### config.mk
export PLATFORM = sky130hd
export DESIGN_NAME = uart_fifo_gen_flat
export DESIGN_NICKNAME = d
export VERILOG_FILES = /design/src/rtl/uart_fifo_gen_if.sv /design/src/rtl/uart_fifo_gen.sv /design/src/flat_wrapper.sv
export SDC_FILE = /design/constraint.sdc
export NUM_CORES = 1
export LEC_CHECK = 0
export ABC_AREA = 1
export BUFFER_PORTS_ARGS = -buffer_cell sky130_fd_sc_hd__buf_2
export CAP_MARGIN = 10
export CORE_MARGIN = 2
export CORE_UTILIZATION = 35
export DETAILED_ROUTE_END_ITERATION = 10
export PLACE_DENSITY = 0.58
export SLEW_MARGIN = 5
export SYNTH_ARGS = -nofsm -noshare
export SYNTH_HDL_FRONTEND = slang
export SYNTH_SLANG_ARGS = --single-unit
### constraint.sdc
create_clock -name clk -period 8.48 [get_ports clk]
set_clock_uncertainty 0.2 [all_clocks]
set_input_delay 1.696 -clock clk [delete_from_list [all_inputs] [get_ports clk]]
set_output_delay 1.696 -clock clk [all_outputs]
set_load 0.05 [all_outputs]
### src/rtl/uart_fifo_gen_if.sv
// Handshake/status bundle between the UART FIFO and its producer/consumer.
// The initiator drives requests and configuration; the FIFO returns head data and status.
interface uart_fifo_gen_if #(
   parameter int unsigned DATA_W = 8,
   parameter int unsigned ERR_W  = 3,
   parameter int unsigned CNT_W  = 5
);
   localparam int unsigned EW = (ERR_W > 0) ? ERR_W : 1;

   logic              clr;
   logic              en;
   logic              push_in;
   logic [DATA_W-1:0] din;
   logic [EW-1:0]     err_in;
   logic              pop_in;
   logic [DATA_W-1:0] dout;
   logic [EW-1:0]     err_out;
   logic [CNT_W-1:0]  count;
   logic              empty;
   logic              full;
   logic              overrun;
   logic              underrun;
   logic [CNT_W-1:0]  threshold;
   logic              thre_trigger;
   logic              err_in_fifo;

   modport master (
      output clr, en, push_in, din, err_in, pop_in, threshold,
      input  dout, err_out, count, empty, full, overrun, underrun,
             thre_trigger, err_in_fifo
   );

   modport slave (
      input  clr, en, push_in, din, err_in, pop_in, threshold,
      output dout, err_out, count, empty, full, overrun, underrun,
             thre_trigger, err_in_fifo
   );
endinterface

### src/rtl/uart_fifo_gen.sv
// First-word-fall-through circular FIFO for the 16550 TX/RX paths, with per-entry
// error tags, occupancy count, synchronous flush and a depth-1 16450 mode.
module uart_fifo_gen #(
   parameter  int unsigned DATA_W = 8,
   parameter  int unsigned DEPTH  = 16,
   parameter  int unsigned ERR_W  = 3,
   localparam int unsigned CNT_W  = $clog2(DEPTH) + 1
) (
   input  logic               clk,
   input  logic               rst,
   uart_fifo_gen_if.slave     bus
);
   localparam int unsigned PW = $clog2(DEPTH);
   localparam int unsigned EW = (ERR_W > 0) ? ERR_W : 1;

   logic [DATA_W-1:0] data_mem_q [DEPTH];
   logic [EW-1:0]     tag_mem_q  [DEPTH];

   logic [PW-1:0]    wptr_q, wptr_d;
   logic [PW-1:0]    rptr_q, rptr_d;
   logic [CNT_W-1:0] count_q, count_d;
   logic [CNT_W-1:0] errcnt_q, errcnt_d;
   logic             empty_q, empty_d;
   logic             full_q, full_d;
   logic             overrun_q, overrun_d;
   logic             underrun_q, underrun_d;
   logic             en_q;

   logic             flush;
   logic             push_acc;
   logic             pop_acc;
   logic [CNT_W-1:0] depth_eff;
   logic [EW-1:0]    tag_in;
   logic [EW-1:0]    tag_head;

   // With no tag storage the tag path is forced to zero so err_in_fifo never sets.
   assign tag_in   = (ERR_W > 0) ? bus.err_in : '0;
   assign tag_head = (ERR_W > 0) ? tag_mem_q[rptr_q] : '0;

   assign depth_eff = bus.en ? CNT_W'(DEPTH) : CNT_W'(1);
   assign flush     = bus.clr | (bus.en != en_q);
   assign push_acc  = bus.push_in & (~full_q | bus.pop_in);
   assign pop_acc   = bus.pop_in & ~empty_q;

   always_comb begin
      wptr_d     = wptr_q;
      rptr_d     = rptr_q;
      count_d    = count_q;
      errcnt_d   = errcnt_q;
      overrun_d  = 1'b0;
      underrun_d = 1'b0;
      empty_d    = empty_q;
      full_d     = full_q;

      if (flush) begin
         wptr_d   = '0;
         rptr_d   = '0;
         count_d  = '0;
         errcnt_d = '0;
         empty_d  = 1'b1;
         full_d   = 1'b0;
      end else begin
         if (push_acc) wptr_d = wptr_q + PW'(1);
         if (pop_acc)  rptr_d = rptr_q + PW'(1);

         case ({push_acc, pop_acc})
            2'b10:   count_d = count_q + CNT_W'(1);
            2'b01:   count_d = count_q - CNT_W'(1);
            default: count_d = count_q;
         endcase

         case ({push_acc & (|tag_in), pop_acc & (|tag_head)})
            2'b10:   errcnt_d = errcnt_q + CNT_W'(1);
            2'b01:   errcnt_d = errcnt_q - CNT_W'(1);
            default: errcnt_d = errcnt_q;
         endcase

         overrun_d  = bus.push_in & full_q & ~bus.pop_in;
         underrun_d = bus.pop_in & empty_q;
         // Flags come from the next count so count/empty/full move on the same edge.
         empty_d    = (count_d == '0);
         full_d     = (count_d == depth_eff);
      end
   end

   always_ff @(posedge clk or posedge rst) begin
      if (rst) begin
         wptr_q     <= '0;
         rptr_q     <= '0;
         count_q    <= '0;
         errcnt_q   <= '0;
         empty_q    <= 1'b1;
         full_q     <= 1'b0;
         overrun_q  <= 1'b0;
         underrun_q <= 1'b0;
         en_q       <= 1'b1;
      end else begin
         wptr_q     <= wptr_d;
         rptr_q     <= rptr_d;
         count_q    <= count_d;
         errcnt_q   <= errcnt_d;
         empty_q    <= empty_d;
         full_q     <= full_d;
         overrun_q  <= overrun_d;
         underrun_q <= underrun_d;
         en_q       <= bus.en;
      end
   end

   // Storage is never reset; contents are meaningless while empty.
   always_ff @(posedge clk) begin
      if (push_acc && !flush) begin
         data_mem_q[wptr_q] <= bus.din;
         tag_mem_q[wptr_q]  <= tag_in;
      end
   end

   assign bus.dout         = data_mem_q[rptr_q];
   assign bus.err_out      = tag_head;
   assign bus.count        = count_q;
   assign bus.empty        = empty_q;
   assign bus.full         = full_q;
   assign bus.overrun      = overrun_q;
   assign bus.underrun     = underrun_q;
   assign bus.thre_trigger = (count_q >= bus.threshold);
   assign bus.err_in_fifo  = (errcnt_q != '0);

endmodule

### src/flat_wrapper.sv
// flat-port wrapper written by rule: the top's interface ports become plain ports
module uart_fifo_gen_flat 
#(
   parameter  int unsigned DATA_W = 8,
   parameter  int unsigned DEPTH  = 16,
   parameter  int unsigned ERR_W  = 3,
   localparam int unsigned CNT_W  = $clog2(DEPTH) + 1
)
  (clk, rst, bus_clr, bus_en, bus_push_in, bus_din, bus_err_in, bus_pop_in, bus_threshold, bus_dout, bus_err_out, bus_count, bus_empty, bus_full, bus_overrun, bus_underrun, bus_thre_trigger, bus_err_in_fifo);
  uart_fifo_gen_if #(.DATA_W(DATA_W), .ERR_W(ERR_W), .CNT_W(($clog2(DEPTH) + 1))) bus_i ();
  input  logic clk;
  input  logic rst;
  input wire logic [$bits(bus_i.clr)-1:0] bus_clr;
  input wire logic [$bits(bus_i.en)-1:0] bus_en;
  input wire logic [$bits(bus_i.push_in)-1:0] bus_push_in;
  input wire logic [$bits(bus_i.din)-1:0] bus_din;
  input wire logic [$bits(bus_i.err_in)-1:0] bus_err_in;
  input wire logic [$bits(bus_i.pop_in)-1:0] bus_pop_in;
  input wire logic [$bits(bus_i.threshold)-1:0] bus_threshold;
  output wire logic [$bits(bus_i.dout)-1:0] bus_dout;
  output wire logic [$bits(bus_i.err_out)-1:0] bus_err_out;
  output wire logic [$bits(bus_i.count)-1:0] bus_count;
  output wire logic [$bits(bus_i.empty)-1:0] bus_empty;
  output wire logic [$bits(bus_i.full)-1:0] bus_full;
  output wire logic [$bits(bus_i.overrun)-1:0] bus_overrun;
  output wire logic [$bits(bus_i.underrun)-1:0] bus_underrun;
  output wire logic [$bits(bus_i.thre_trigger)-1:0] bus_thre_trigger;
  output wire logic [$bits(bus_i.err_in_fifo)-1:0] bus_err_in_fifo;
  assign bus_i.clr = bus_clr;
  assign bus_i.en = bus_en;
  assign bus_i.push_in = bus_push_in;
  assign bus_i.din = bus_din;
  assign bus_i.err_in = bus_err_in;
  assign bus_i.pop_in = bus_pop_in;
  assign bus_i.threshold = bus_threshold;
  assign bus_dout = bus_i.dout;
  assign bus_err_out = bus_i.err_out;
  assign bus_count = bus_i.count;
  assign bus_empty = bus_i.empty;
  assign bus_full = bus_i.full;
  assign bus_overrun = bus_i.overrun;
  assign bus_underrun = bus_i.underrun;
  assign bus_thre_trigger = bus_i.thre_trigger;
  assign bus_err_in_fifo = bus_i.err_in_fifo;
  uart_fifo_gen #(.DATA_W(DATA_W), .DEPTH(DEPTH), .ERR_W(ERR_W)) u_core (.clk(clk), .rst(rst), .bus(bus_i));
endmodule
* Word-level counts from Yosys, hierarchy flattened
Memories as Yosys holds them, arrays and structs flattened.
Cells that the tools add are included.
** Storage, ports and cells
- Register bits :: 23
- Bits in latches :: 0
- Memory bits (writable) :: 176
- ROM bits :: 0
- Bits of input ports :: 22
- Output and inout port bits :: 22
- Word-level logic and storage cells :: 61
- Memories :: 2
** Memory list
- u_core.data_mem_q :: words 16, width 8, read ports 1, clocked after memory_dff 0, wr ports 1, line uart_fifo_gen.sv:16 : logic [DATA_W-1:0] data_mem_q [DEPTH];
- u_core.tag_mem_q :: words 16, width 3, read ports 1, clocked after memory_dff 0, wr ports 1, line uart_fifo_gen.sv:17 : logic [EW-1:0] tag_mem_q [DEPTH];
** Operators by class
- Add/sub/neg operators :: 6
- Multipliers :: 0
- Div/mod/pow operators :: 0
- Magnitude comparators :: 1
- Equal/unequal tests :: 6
- Shifts and indexed selects :: 0
- Muxes and demuxes :: 16
- Bitwise operators :: 12
- Reductions and logical operators :: 9
** Operators by type and width (number)
- $mux W5 :: 4
- $pmux W5 S2 :: 2
- $mux W4 :: 4
- $add A5 B1 Y5 const B :: 2
- $sub A5 B1 Y5 const B :: 2
- $add A4 B1 Y4 const B :: 2
- $and A1 B1 Y1 :: 7
- $mux W1 :: 6
- $reduce_or A3 Y1 :: 2
- $eq A5 B5 Y1 :: 1
- $ge A5 B5 Y1 :: 1
- $logic_not A5 Y1 :: 1
- $reduce_bool A5 Y1 :: 1
- $eq A2 B1 Y1 const B :: 2
- $eq A2 B2 Y1 const B :: 2
- $reduce_bool A2 Y1 :: 2
- $not A1 Y1 :: 3
- $reduce_bool A3 Y1 :: 1
- $or A1 B1 Y1 :: 2
- $logic_and A1 B1 Y1 :: 1
- $logic_not A1 Y1 :: 1
- $ne A1 B1 Y1 :: 1

* Logic depth before layout (Yosys ltp)
Gate-level depths: netlist of the first run.
- Depth in word-level cells :: 8
- Depth in mapped cells :: 18
- Mapped depth without buffers :: 17

* Worst setup path before layout of the first run
OpenSTA, ideal clock, no wires.
- Kind :: input-to-output
- Start point :: in bus_threshold[0]
- End point :: out bus_thre_trigger
- Arrival :: 2.986 ns
- Data required time :: 6.584 ns
- Path slack :: 3.598 ns
- Cell stages on the path :: 7
- Buffers on the path :: 0
- Cells stage by stage :: ha_1 inv_1 nand2_1 a21oi_1 o21bai_1 a21oi_1 o21bai_1
** Between the ends
- Word-level cells in the longest chain between the ends :: 1
** Ends and longest elaborated chain
- start, declared :: line flat_wrapper.sv:19 : input wire logic [$bits(bus_i.threshold)-1:0] bus_threshold;
- $ge A5 B5 Y1 :: line uart_fifo_gen.sv:125 : assign bus.thre_trigger = (count_q >= bus.threshold);
- end, declared :: line flat_wrapper.sv:27 : output wire logic [$bits(bus_i.thre_trigger)-1:0] bus_thre_trigger;
No other way between the ends.

* Worst setup path in the final report of the first run
- Start point :: reg u_core.rptr_q[1]
- End point :: out bus_dout[6]
** Between the ends
- Word-level cells in the longest chain between the ends :: 1
** Ends and longest elaborated chain
- start, declared :: line uart_fifo_gen.sv:20 : logic [PW-1:0] rptr_q, rptr_d;
- start signal, assigned :: line uart_fifo_gen.sv:99 : rptr_q <= rptr_d;
- $mem_v2 Z16 W8
- end, declared :: line flat_wrapper.sv:20 : output wire logic [$bits(bus_i.dout)-1:0] bus_dout;
No other way between the ends.

==> metrics.md, run 1 <==
| Metric | Value |
|---|---|
| Outcome | `completed` |
| Seq/Total Area, Yosys | `68.5%` |
| Setup repair after global routing missed its margin | `no` |
| Initial antenna violation count | `0` |
| Placed insts | `1075` |
| Mean Syn Cell Area | `between 10 and 15 um2` |
| WL final | `19.1 mm` |
| Class of the worst hold path | `reg -> reg` |
| Clock root buffer master | `clkbuf_16` |
| Vias per cell | `4.95` |
| Pre-CTS setup slack | `3.79 ns` |
| Synth Instances | `724` |
| Final Hold Fails | `0` |
| Setup WS post-layout | `3.69 ns` |
| Rows | `between 50 and 60` |
| Area Growth Syn to Fin | `13.8%` |
| Worst-Skew Late Latency | `between 0.4 and 0.5 ns` |
| Die Y | `160 um` |
| Post-CTS Repair Setup Buffers | `0` |
| Grt ovf | `0` |
| Initial DRC Count | `429` |
| R2R Path End | `u_core.errcnt_q[4]` |
| Clock transition at path regs | `0.08 ns` |
| Synth Flop Type | `edfxtp_1` |
| Final Max Tran Viols | `0` |
| Ys async rst share | `11.6%` |
| RD Place Congestion | `0.767` |
| Peak VDD IR | `0.139 mV` |
| TNS Setup | `0 ns` |
| First-pass GRT wire length | `29.9 mm` |
| Post-synth EDFFs | `176` |
| Actual slew at the worst max-slew pin | `between 1 and 1.5 ns` |
| Synthesized cell area | `~8600 um2` |
| Core area | `24200 um2` |
| H-tree levels | `4` |
| Worst setup EP type | `primary output` |
| CTS Hold Bufs | `0` |
| Initial core utilization | `35.4%` |
| Layout cell share with drive strength beyond 1 | `between 10% and 20%` |
| Final ANT Viol Nets | `0` |
| Static leakage | `3.63 nW` |
| Vias | `5478` |
| CP Launch Point | `u_core.rptr_q[1]` |
| Gr usage total | `approximately 15%` |
| RR Startpoint | `u_core.rptr_q[0]` |
| Longest Clk Path Bufs | `2` |
| Fin crit period | `4.79 ns` |
| Vias in the first global route | `5339` |
| Post-synthesis net count | `between 700 and 800` |
| Boundary Pins | `44` |
| Area after DPL | `just over 9000 um2` |
| Startpoint class of the critical path | `register` |
| Setup Viol. Count Final | `0` |
| Drt wl/cell | `17.3 um` |
| Highest Clock Rate | `around 210 MHz` |
| Post-CTS resize count | `0` |
| Port Buffer Count | `43` |
| PwrDens | `211 nW/um2` |
| Req. time, crit path | `~6.6 ns` |
| R2r setup slk | `roughly 4.3 ns` |
| Synth unique cells | `38` |
| Post-DP HPWL | `11.2 mm` |
| Die ar. | `approximately 26000 um2` |
| Die X | `160 um` |
| Clock sinks | `199` |
| Cell count of the worst reg-to-reg path | `18` |
| Worst rel slew slack | `32.0%` |
| Commonest non-fill, non-tap cells in the layout | `176 x edfxtp_1, 97 x nand2_1, 96 x nor2_1, 74 x o21ai_0, 58 x inv_1` |
| CP endpoint | `bus_dout[6]` |
| Crit path max fanout | `49` |
| Warnings from Yosys | `0` |
| Final cell count without fillers | `1107` |
| Maxcap violations | `0` |
| First-pass DRT Iterations | `4` |
| DRC Markers | `0` |
| Final #Nets | `812` |
| Seq cells post-synth | `199` |
| N_diodes | `0` |
| Critical path arrival | `2.90 ns` |
| Pin count of the biggest net entering global routing | `91` |
| Filler cell count | `2258` |
| Post-route cell area | `9740 um2` |
| Final worst path period share | `56.5%` |
| Total CTS buffers | `17` |
| CTS tree | `built` |
| Critical path class | `reg -> out` |
| Commonest non-fill, non-tap cell in the layout | `edfxtp_1` |
-- metrics by stage --
stage | hold slack (ns) | total power [mW] | utilization (%)
2_1_floorplan | 0.268 | 1.22 | -
3_3_place_gp | 0.292 | 1.26 | 37.8
3_5_place_dp | 0.295 | 1.26 | 37.8
4_1_cts | 0.316 | 2.07 | 40.3
5_1_grt | 0.337 | 2.13 | 40.3
6_report | 0.310 | 2.06 | 40.3
-- cell families (layout without fill, tap and decap cells) --
| group | Yosys count | after routing | share of synthesized area [%] |
|---|---|---|---|
| AOI/OAI and AO/OA | 141 | 141 | 10.0 |
| xor gates and xnor gates | 5 | 5 | 0.512 |
| adders and majority gates | 20 | 20 | 3.10 |
| buffers and inverters | 98 | 157 | 5.31 |
| DFF | 199 | 199 | 68.5 |
| and+or+nand+nor | 261 | 261 | 12.6 |
-- synth_stat cells, types with 5 or more instances --
| cell | instances | area [um2] |
|---|---|---|
| inv_1 | 58 | 218 |
| a21oi_1 | 14 | 70.1 |
| nand2_1 | 97 | 364 |
| ha_1 | 18 | 225 |
| edfxtp_1 | 176 | 5290 |
| dfrtp_1 | 21 | 526 |
| buf_4 | 6 | 45.0 |
| o211ai_1 | 6 | 45.0 |
| nor3_1 | 5 | 25.0 |
| o21ai_0 | 74 | 370 |
| buf_2 | 17 | 85.1 |
| nand3_1 | 53 | 265 |
| nor2_1 | 96 | 360 |
| clkbuf_1 | 7 | 26.3 |
| o221ai_1 | 29 | 254 |
| o21ai_1 | 6 | 30.0 |
-- power by group --
| group | leakage [nW] | switching [mW] | internal [mW] | total (mW) |
|---|---|---|---|---|
| clock network | 0.299 | 0.410 | 0.406 | 0.816 |
| logic | 1.44 | 0.118 | 0.0425 | 0.160 |
| registers | 1.89 | 0.00601 | 1.07 | 1.08 |
| total | 3.63 | 0.533 | 1.52 | 2.06 |
-- worst max-delay path, cell delays in order, from the launching register on --
cell and delay, ns:
dfrtp_1 0.36, buf_4 0.30, inv_2 0.76, o21ai_0 0.23, o221ai_1 0.20, o211ai_1 0.16
nand2_1 0.15, buf_2 0.28
-- metal layers --
layer | vias to the layer above | share of wire [%] | GRT usage [%]
met5 | - | 0 | 0
met4 | 0 | 1.0 | 3.56
met3 | 16 | 4.2 | 3.13
met2 | 126 | 48 | 25.3
met1 | 2682 | 47 | 20.8
li1 | 2654 | - | -
-- flip-flops by register name, indices dropped and copies added, names as in the netlist --
register / count
u_core.bus.full: 1
u_core.errcnt_q: 5
u_core.bus.overrun: 1
u_core.bus.count: 5
u_core.tag_mem_q: 48
u_core.wptr_q: 4
u_core.bus.empty: 1
u_core.data_mem_q: 128
u_core.en_q: 1
u_core.bus.underrun: 1
u_core.rptr_q: 4
-- worst min path at each step --
stage,start,endpoint,slack [ns],cells after the start
3_3_place_gp,u_core.bus.empty,u_core.bus.underrun,0.29,2
3_5_place_dp,u_core.bus.empty,u_core.bus.underrun,0.29,2
4_1_cts,u_core.bus.empty,u_core.bus.underrun,0.32,2
5_1_grt,u_core.bus.empty,u_core.bus.underrun,0.34,2
6_report,u_core.bus.empty,u_core.bus.underrun,0.31,2
2_1_floorplan,u_core.wptr_q[2],u_core.wptr_q[2],0.27,1
-- cell type report --
class	instances	area, um2	share of cell area [%]
Clock buffer	17	425	4.37
Clock inverter	15	186	1.91
Inverter	62	233	2.39
Multi-Input combinational cell	427	2260	23.2
Sequential cell	199	5860	60.2
Tap cell	324	405	4.16
Timing Repair Buffer	63	365	3.75
(Power assumes the default switching activity.)
==> inputs of run 2 (changes only) <==
--- a/config.mk
+++ b/config.mk
@@ -11,7 +11,7 @@
 export CORE_MARGIN = 2
 export CORE_UTILIZATION = 35
 export DETAILED_ROUTE_END_ITERATION = 10
-export PLACE_DENSITY = 0.58
+export PLACE_DENSITY = 0.6
 export SLEW_MARGIN = 5
 export SYNTH_ARGS = -nofsm -noshare
 export SYNTH_HDL_FRONTEND = slang
==> constraint.sdc (replaced) <==
create_clock -name clk -period 4.25 [get_ports clk]
set_clock_uncertainty 0.2 [all_clocks]
set_input_delay 0.85 -clock clk [delete_from_list [all_inputs] [get_ports clk]]
set_output_delay 0.85 -clock clk [all_outputs]
set_load 0.05 [all_outputs]
==> run 2 against run 1 <==
  * First-iteration DRC count up 36%
  * Sequential share of layout area down 0.50 points
  * Count of clock-buffer cells in the layout up 1
  * Clock power up 110%
  * Register-to-register slack worse by 3.5 ns
  * Die area unchanged
  * Sequential cell count unchanged
  * Final cell count up 0.72%
  * Critical path type unchanged
  * Largest cell class unchanged
  * Largest power group unchanged
==> metrics.md, run 2 (synthesis results as in run 1) <==
| Metric | Value |
|---|---|
| Leading registers by flop count | `u_core.data_mem_q: 128 flops, u_core.tag_mem_q: 48 flops (unchanged)` |
| GRT met1 Usage | `21.8% (was 20.8%)` |
| Highest Clock Rate | `279 MHz` |
| Total CTS buffers | `17 (unchanged)` |
| Worst setup EP type | `primary output (unchanged)` |
| R2r setup slk | `0.84 ns (was 4.30 ns)` |
| Setup repair after global routing missed its margin | `no (unchanged)` |
| Final Max Tran Viols | `0 (unchanged)` |
| Critical path arrival | `2.53 ns (was 2.90 ns)` |
| Area Growth Syn to Fin | `14.8% (was 13.8%)` |
| Boundary Pins | `44 (unchanged)` |
| Clock root buffer master | `clkbuf_16 (unchanged)` |
| Clock transition at path regs | `0.07 ns (was 0.08 ns)` |
| WL final | `19.7 mm (was 19.1 mm)` |
| Pin count of the biggest net entering global routing | `85 (was 91)` |
| Die ar. | `25700 um2 (unchanged)` |
| Static leakage | `3.68 nW (was 3.63 nW)` |
| Vias | `5593 (was 5478)` |
| GR Util met3 | `2.61% (was 3.13%)` |
| PwrDens | `424 nW/um2 (was 211 nW/um2)` |
| Grt met2 use | `26.1% (was 25.3%)` |
| Final worst path period share | `84.3%` |
| Peak VDD IR | `0.216 mV (was 0.139 mV)` |
| Final #Nets | `820 (was 812)` |
| Initial core utilization | `35.4% (unchanged)` |
| First-pass DRT Iterations | `5 (was 4)` |
| Startpoint class of the critical path | `register (unchanged)` |
| Req. time, crit path | `3.20 ns (was 6.58 ns)` |
| Sw power | `986 uW (was 533 uW)` |
| Commonest non-fill, non-tap cell in the layout | `edfxtp_1 (unchanged)` |
| Internal power | `3.18 mW (was 1.52 mW)` |
| Post-CTS resize count | `0 (unchanged)` |
| Final Hold Fails | `0 (unchanged)` |
| Vias per cell | `5.02 (was 4.95)` |
| Initial antenna violation count | `0 (unchanged)` |
| Rows | `57 (unchanged)` |
| Post-CTS Repair Setup Buffers | `0 (unchanged)` |
| Longest Clk Path Bufs | `2 (unchanged)` |
| Post-DP HPWL | `11.7 mm (was 11.2 mm)` |
| Number of flip-flops in the largest register | `128 (unchanged)` |
| Comb pwr share | `7.8% (about the same)` |
| Setup Viol. Count Final | `0 (unchanged)` |
| Switching Share | `23.7% (was 25.9%)` |
| Final ANT Viol Nets | `0 (unchanged)` |
| Vias in the first global route | `5520 (was 5339)` |
| Outcome | `completed (unchanged)` |
| N_diodes | `0 (unchanged)` |
| Fin crit period | `3.58 ns` |
| Sequential share of power | `51.8% (was 52.5%)` |
| Worst-Skew Late Latency | `0.42 ns (was 0.43 ns)` |
| Layout cell share with drive strength beyond 1 | `14.8% (was 14.2%)` |
| Worst rel slew slack | `39.9% (was 32.0%)` |
| CTS Hold Bufs | `0 (unchanged)` |
| WHS | `0.311 ns (was 0.310 ns)` |
| Maxcap violations | `0 (unchanged)` |
| Gr usage total | `15.8% (was 15.3%)` |
| DRC Markers | `0 (unchanged)` |
| Actual slew at the worst max-slew pin | `0.901 ns (was 1.02 ns)` |
| Layer with the highest usage | `met2 (unchanged)` |
| Commonest non-fill, non-tap cells in the layout | `176 x edfxtp_1, 97 x nand2_1, 96 x nor2_1, 74 x o21ai_0, 58 x inv_1 (unchanged)` |
| Register with the most flip-flops | `u_core.data_mem_q (unchanged)` |
| Initial DRC Count | `582 (was 429)` |
| Clock sinks | `199 (unchanged)` |
| Core area | `24200 um2 (unchanged)` |
| RD Place Congestion | `0.771 (was 0.767)` |
| Grt ovf | `0 (unchanged)` |
| TNS Setup | `0 ns (unchanged)` |
| Die X | `160 um (unchanged)` |
| Crit path max fanout | `32 (was 49)` |
| H-tree levels | `4 (unchanged)` |
| Critical path class | `reg -> out (unchanged)` |
| Class of the worst hold path | `reg -> reg (unchanged)` |
| Clock power frac | `40.4% (was 39.7%)` |
| Die Y | `160 um (unchanged)` |
| Drt wl/cell | `17.7 um (was 17.3 um)` |
| Port Buffer Count | `43 (unchanged)` |
| First-pass GRT wire length | `31.2 mm (was 29.9 mm)` |
| CTS tree | `built (unchanged)` |
run 2: power groups by stage:
stage	logic (mW)	clock network, mW	registers [mW]
final	0.326	1.68	2.16
after floorplan	0.210	0	2.23
after global placement	0.325	0	2.20
after detailed placement	0.327	0	2.20
after CTS	0.329	1.71	2.16
after global routing	0.364	1.79	2.16
run 2: final cells by class:
type / instances / area, um2
clock buffer: 18 / 429
clock inverter: 14 / 191
fill: 2268 / 14400
inverter: 62 / 233
multi-input combinational: 427 / 2260
sequential: 199 / 5860
tap: 324 / 405
timing repair buffer: 71 / 438
run 2: final timing paths:
check                                 start                  end  cells after the start
max                        u_core.rptr_q[0]          bus_dout[2]                      7
min                        u_core.bus.empty  u_core.bus.underrun                      2
max reg2reg                u_core.rptr_q[0]   u_core.errcnt_q[4]                     17
min reg2reg                u_core.bus.empty  u_core.bus.underrun                      2
max in group asynchronous               rst     u_core.rptr_q[0]                      2
min in group asynchronous               rst  u_core.bus.count[4]                      2
run 2: per-layer routing:
layer  up-vias  routed length (um)  share of wire [%]
met1      2750                8840                 45
met2       147                9610                 49
met3        13                1040                5.3
met5         -                   0                  0
met4         0                 199                1.0
li1       2683                   -                  -
run 2: metrics by stage:
stage               power, mW  setup slack (ns)  util (%)  area, um2  cells
detailed placement       2.53             0.859      38.1       9200   1083
CTS                      4.20             0.654      40.6       9820   1115
floorplan                2.44              1.04         -       8560    724
global route             4.31             0.494      40.6       9820   1115
finish                   4.17             0.666      40.6       9820   1115
global placement         2.53             0.941      38.1       9200   1083
run 2: worst max-delay path: stages (launching register included):
cell and delay, ns:
dfrtp_2 0.49, inv_2 0.35, buf_4 0.39, o21ai_0 0.13, o221ai_1 0.19, nand3_1 0.12, nand2_1 0.14, buf_2 0.28
==> inputs of run 3 (changes only) <==
--- a/config.mk
+++ b/config.mk
@@ -5,13 +5,13 @@
 export SDC_FILE = /design/constraint.sdc
 export NUM_CORES = 1
 export LEC_CHECK = 0
-export ABC_AREA = 1
+export ABC_AREA = 0
 export BUFFER_PORTS_ARGS = -buffer_cell sky130_fd_sc_hd__buf_2
 export CAP_MARGIN = 10
 export CORE_MARGIN = 2
 export CORE_UTILIZATION = 35
 export DETAILED_ROUTE_END_ITERATION = 10
-export PLACE_DENSITY = 0.6
+export PLACE_DENSITY = 0.59
 export SLEW_MARGIN = 5
 export SYNTH_ARGS = -nofsm -noshare
 export SYNTH_HDL_FRONTEND = slang
==> constraint.sdc (replaced) <==
create_clock -name clk -period 3.5 [get_ports clk]
set_clock_uncertainty 0.2 [all_clocks]
set_input_delay 0.7 -clock clk [delete_from_list [all_inputs] [get_ports clk]]
set_output_delay 0.7 -clock clk [all_outputs]
set_load 0.05 [all_outputs]
==> run 3 against run 2 <==
  * Routed wire length fell by 13%
  * Count of clock-buffer cells in the layout is the same
  * Die area is 3.4% lower
  * Worst hold slack got worse by 0.089 ns
  * Via count decreased by 25%
  * Non-clock buffer count up 20
  * Sequential share of layout area shrank 0.10 points
  * Final cell count decreased by 23%
  * Cell area increased by 0.19%
  * Critical path type is now reg -> reg
==> metrics.md, run 3 <==
| Metric | Value |
|---|---|
| First-pass DRT Iterations | `4 (was 5)` |
| Initial core utilization | `35.4% (about the same)` |
| R2R Path End | `u_core.errcnt_q[4] (unchanged)` |
| Register with the most flip-flops | `u_core.data_mem_q (unchanged)` |
| Dominant cell by count in the synthesized netlist | `edfxtp_1 (unchanged)` |
| Clock sinks | `199 (unchanged)` |
| Hold endpoint | `u_core.en_q (was u_core.bus.underrun)` |
| R2r setup slk | `0.03 ns (was 0.84 ns)` |
| Synthesized cell area | `8260 um2 (was 8560 um2)` |
| Static leakage | `3.41 nW (was 3.68 nW)` |
| Drt wl/cell | `20.1 um (was 17.7 um)` |
| Setup Viol. Count Final | `0 (unchanged)` |
| Critical path class | `reg -> reg (was reg -> out)` |
| Warnings from Yosys | `0 (unchanged)` |
| Maxcap violations | `0 (unchanged)` |
| WL final | `17.2 mm (was 19.7 mm)` |
| Synth unique cells | `43 (was 38)` |
| DRC Markers | `0 (unchanged)` |
| Cell count of the worst reg-to-reg path | `11 (was 17)` |
| Worst setup EP type | `register (was primary output)` |
| Vias | `4172 (was 5593)` |
| Fin crit period | `roughly 3.5 ns` |
| Core area | `23300 um2 (was 24200 um2)` |
| Area after DPL | `9180 um2 (was 9200 um2)` |
| H-tree levels | `4 (unchanged)` |
| Filler cell count | `2033 (was 2268)` |
| CTS tree | `built (unchanged)` |
| Port Buffer Count | `43 (unchanged)` |
| PwrDens | `488 nW/um2 (was 424 nW/um2)` |
| Most frequent cells after synthesis | `176 x edfxtp_1, 53 x mux4_2, 31 x nor2_1 (was 176 x edfxtp_1, 97 x nand2_1, 96 x nor2_1)` |
| Final core utilization | `42.2% (was 40.6%)` |
| Seq cells post-synth | `199 (unchanged)` |
| First-pass GRT wire length | `26.6 mm (was 31.2 mm)` |
| Vias per cell | `4.89 (was 5.02)` |
| Pre-CTS setup slack | `-0.158 ns (was 0.859 ns)` |
| Setup WS post-layout | `0.0311 ns (was 0.666 ns)` |
| Critical path arrival | `3.62 ns (was 2.53 ns)` |
| Seq/Total Area, Yosys | `71.0% (was 68.5%)` |
| Initial DRC Count | `200 (was 582)` |
| Yosys top cell by area | `edfxtp_1 (unchanged)` |
| Final Max Tran Viols | `0 (unchanged)` |
| Final worst path period share | `99.1%` |
| Synth top area cells | `edfxtp_1 64%, mux4_2 14%, dfrtp_1 6.4% (was edfxtp_1 62%, dfrtp_1 6.1%, o21ai_0 4.3%)` |
| Crit path max fanout | `4 (was 32)` |
| Boundary Pins | `44 (unchanged)` |
| Final ANT Viol Nets | `0 (unchanged)` |
| Layout cell share with drive strength beyond 1 | `37.3% (was 14.8%)` |
| Worst rel slew slack | `41.8% (was 39.9%)` |
| Leading registers by flop count | `u_core.data_mem_q: 128 flops, u_core.tag_mem_q: 48 flops (unchanged)` |
| Grt ovf | `0 (unchanged)` |
| Commonest non-fill, non-tap cell in the layout | `edfxtp_1 (unchanged)` |
| Synth Instances | `433 (was 724)` |
| N_diodes | `0 (unchanged)` |
| RD Place Congestion | `0.791 (was 0.771)` |
| Pin count of the biggest net entering global routing | `24 (was 85)` |
| Commonest non-fill, non-tap cells in the layout | `176 x edfxtp_1, 53 x mux4_2, 44 x buf_4, 43 x buf_2, 31 x nor2_1 (was 176 x edfxtp_1, 97 x nand2_1, 96 x nor2_1, 74 x o21ai_0, 58 x inv_1)` |
| Post-synth top area share | `64.0% (was 61.7%)` |
| Final #Nets | `563 (was 820)` |
| Hold wc startpoint | `bus_en (was u_core.bus.empty)` |
| Gr usage total | `14.9% (was 15.8%)` |
| RR Startpoint | `u_core.rptr_q[0] (unchanged)` |
| Rows | `56 (was 57)` |
| Highest Clock Rate | `approximately 290 MHz` |
| Hold path cells | `1 (was 2)` |
| Final Hold Fails | `0 (unchanged)` |
| Class of the worst hold path | `in -> reg (was reg -> reg)` |
| Post-synthesis net count | `475 (was 766)` |
| Placed insts | `817 (was 1083)` |
| Vias in the first global route | `4564 (was 5520)` |
| Die Y | `158 um (was 160 um)` |
| Synth Flop Type | `edfxtp_1 (unchanged)` |
| Initial antenna violation count | `1 (was 0)` |
| Post-DP HPWL | `10.9 mm (was 11.7 mm)` |
| Mean Syn Cell Area | `19.1 um2 (was 11.8 um2)` |
| Req. time, crit path | `3.65 ns (was 3.20 ns)` |
| Outcome | `completed (unchanged)` |
| Die X | `158 um (was 160 um)` |
| WHS | `0.222 ns (was 0.311 ns)` |
| Clock transition at path regs | `0.07 ns (about the same)` |
| Ys async rst share | `11.6% (unchanged)` |
| Clock root buffer master | `clkbuf_16 (unchanged)` |
| Final cell count without fillers | `853 (was 1115)` |
| Die ar. | `24800 um2 (was 25700 um2)` |
| Post-route cell area | `9840 um2 (was 9820 um2)` |
| Actual slew at the worst max-slew pin | `0.873 ns (was 0.901 ns)` |
| Number of flip-flops in the largest register | `128 (unchanged)` |
| Post-synth EDFFs | `176 (unchanged)` |
| Worst-Skew Late Latency | `0.43 ns (was 0.42 ns)` |
| Longest Clk Path Bufs | `2 (unchanged)` |
| Peak VDD IR | `0.297 mV (was 0.216 mV)` |
| Setup repair after global routing missed its margin | `yes (was no)` |
| Startpoint class of the critical path | `register (unchanged)` |
| Area Growth Syn to Fin | `19.2% (was 14.8%)` |
| Total CTS buffers | `17 (unchanged)` |
[run 3: kinds of logic after synthesis]
group,share of synthesized area (%)
multiplexers,15.3
AND/OR/NAND/NOR,4.27
AO/OA/AOI/OAI,2.80
adder cells (fa/ha/maj),3.21
XOR/XNOR,1.27
buffers and inverters,2.14
flip-flops,71.0
[run 3: how the worst max path moves through the flow]
stage	endpoint	depth (start not counted)	from	slack, ns
2_1_floorplan	u_core.errcnt_q[4]	11	u_core.rptr_q[0]	-0.09
3_3_place_gp	u_core.errcnt_q[4]	10	u_core.rptr_q[0]	-0.1
3_5_place_dp	u_core.errcnt_q[4]	11	u_core.rptr_q[0]	-0.16
4_1_cts	bus_dout[1]	6	u_core.rptr_q[0]	0.006
5_1_grt	u_core.errcnt_q[4]	12	u_core.rptr_q[0]	-0.09
6_report	u_core.errcnt_q[4]	11	u_core.rptr_q[0]	0.03
[run 3: repair_timing]
action / 4_1_cts / 5_1_grt
hold buffers: 0 / 0
setup buffers: 4 / 0
pin swaps: 3 / 2
endpoints found under the setup margin: 9 / 10
resized for setup: 7 / 5
[run 3: cell type report]
| class | instances | area (um2) | share of cell area, % |
|---|---|---|---|
| flip-flops and latches | 199 | 5870 | 59.6 |
| multi-input cells | 195 | 2320 | 23.5 |
| well taps | 319 | 399 | 4.05 |
| inverters | 17 | 63.8 | 0.648 |
| clock buffers | 18 | 429 | 4.36 |
| clock inverters | 14 | 151 | 1.54 |
| repair buffers | 91 | 617 | 6.27 |
[run 3: critical path, cell delays in order (launching register included)]
cell	delay, ns
dfrtp_2	0.38
buf_4	0.15
mux4_2	0.49
mux4_2	0.50
o31a_1	0.30
ha_4	0.20
ha_4	0.22
nor2b_4	0.13
o21ai_2	0.13
a21oi_1	0.09
or4_1	0.47
a21oi_1	0.13
[run 3: power by group]
part	leakage, nW	internal [mW]	switching [mW]
clock	0.276	0.959	0.933
sequential	1.89	2.60	0.0125
combinational	1.24	0.113	0.183
total	3.41	3.67	1.13
[run 3: metal layers]
layer | part of all wire [%] | global-route usage, % | up-vias | wire length [um]
li1 | - | - | 1897 | -
met1 | 43 | 19.3 | 2148 | 7310
met2 | 50 | 24.8 | 111 | 8500
met3 | 6.7 | 3.72 | 16 | 1140
met4 | 1.2 | 4.33 | 0 | 208
met5 | 0 | 0 | - | 0
[run 3: stage by stage]
| step | power [mW] | TNS, ns |
|---|---|---|
| after detailed placement | 2.95 | -0.158 |
| after floorplan | 2.86 | -0.0893 |
| after CTS | 4.85 | 0 |
| after global placement | 2.95 | -0.0968 |
| final | 4.80 | 0 |
| after global routing | 4.97 | -0.0880 |
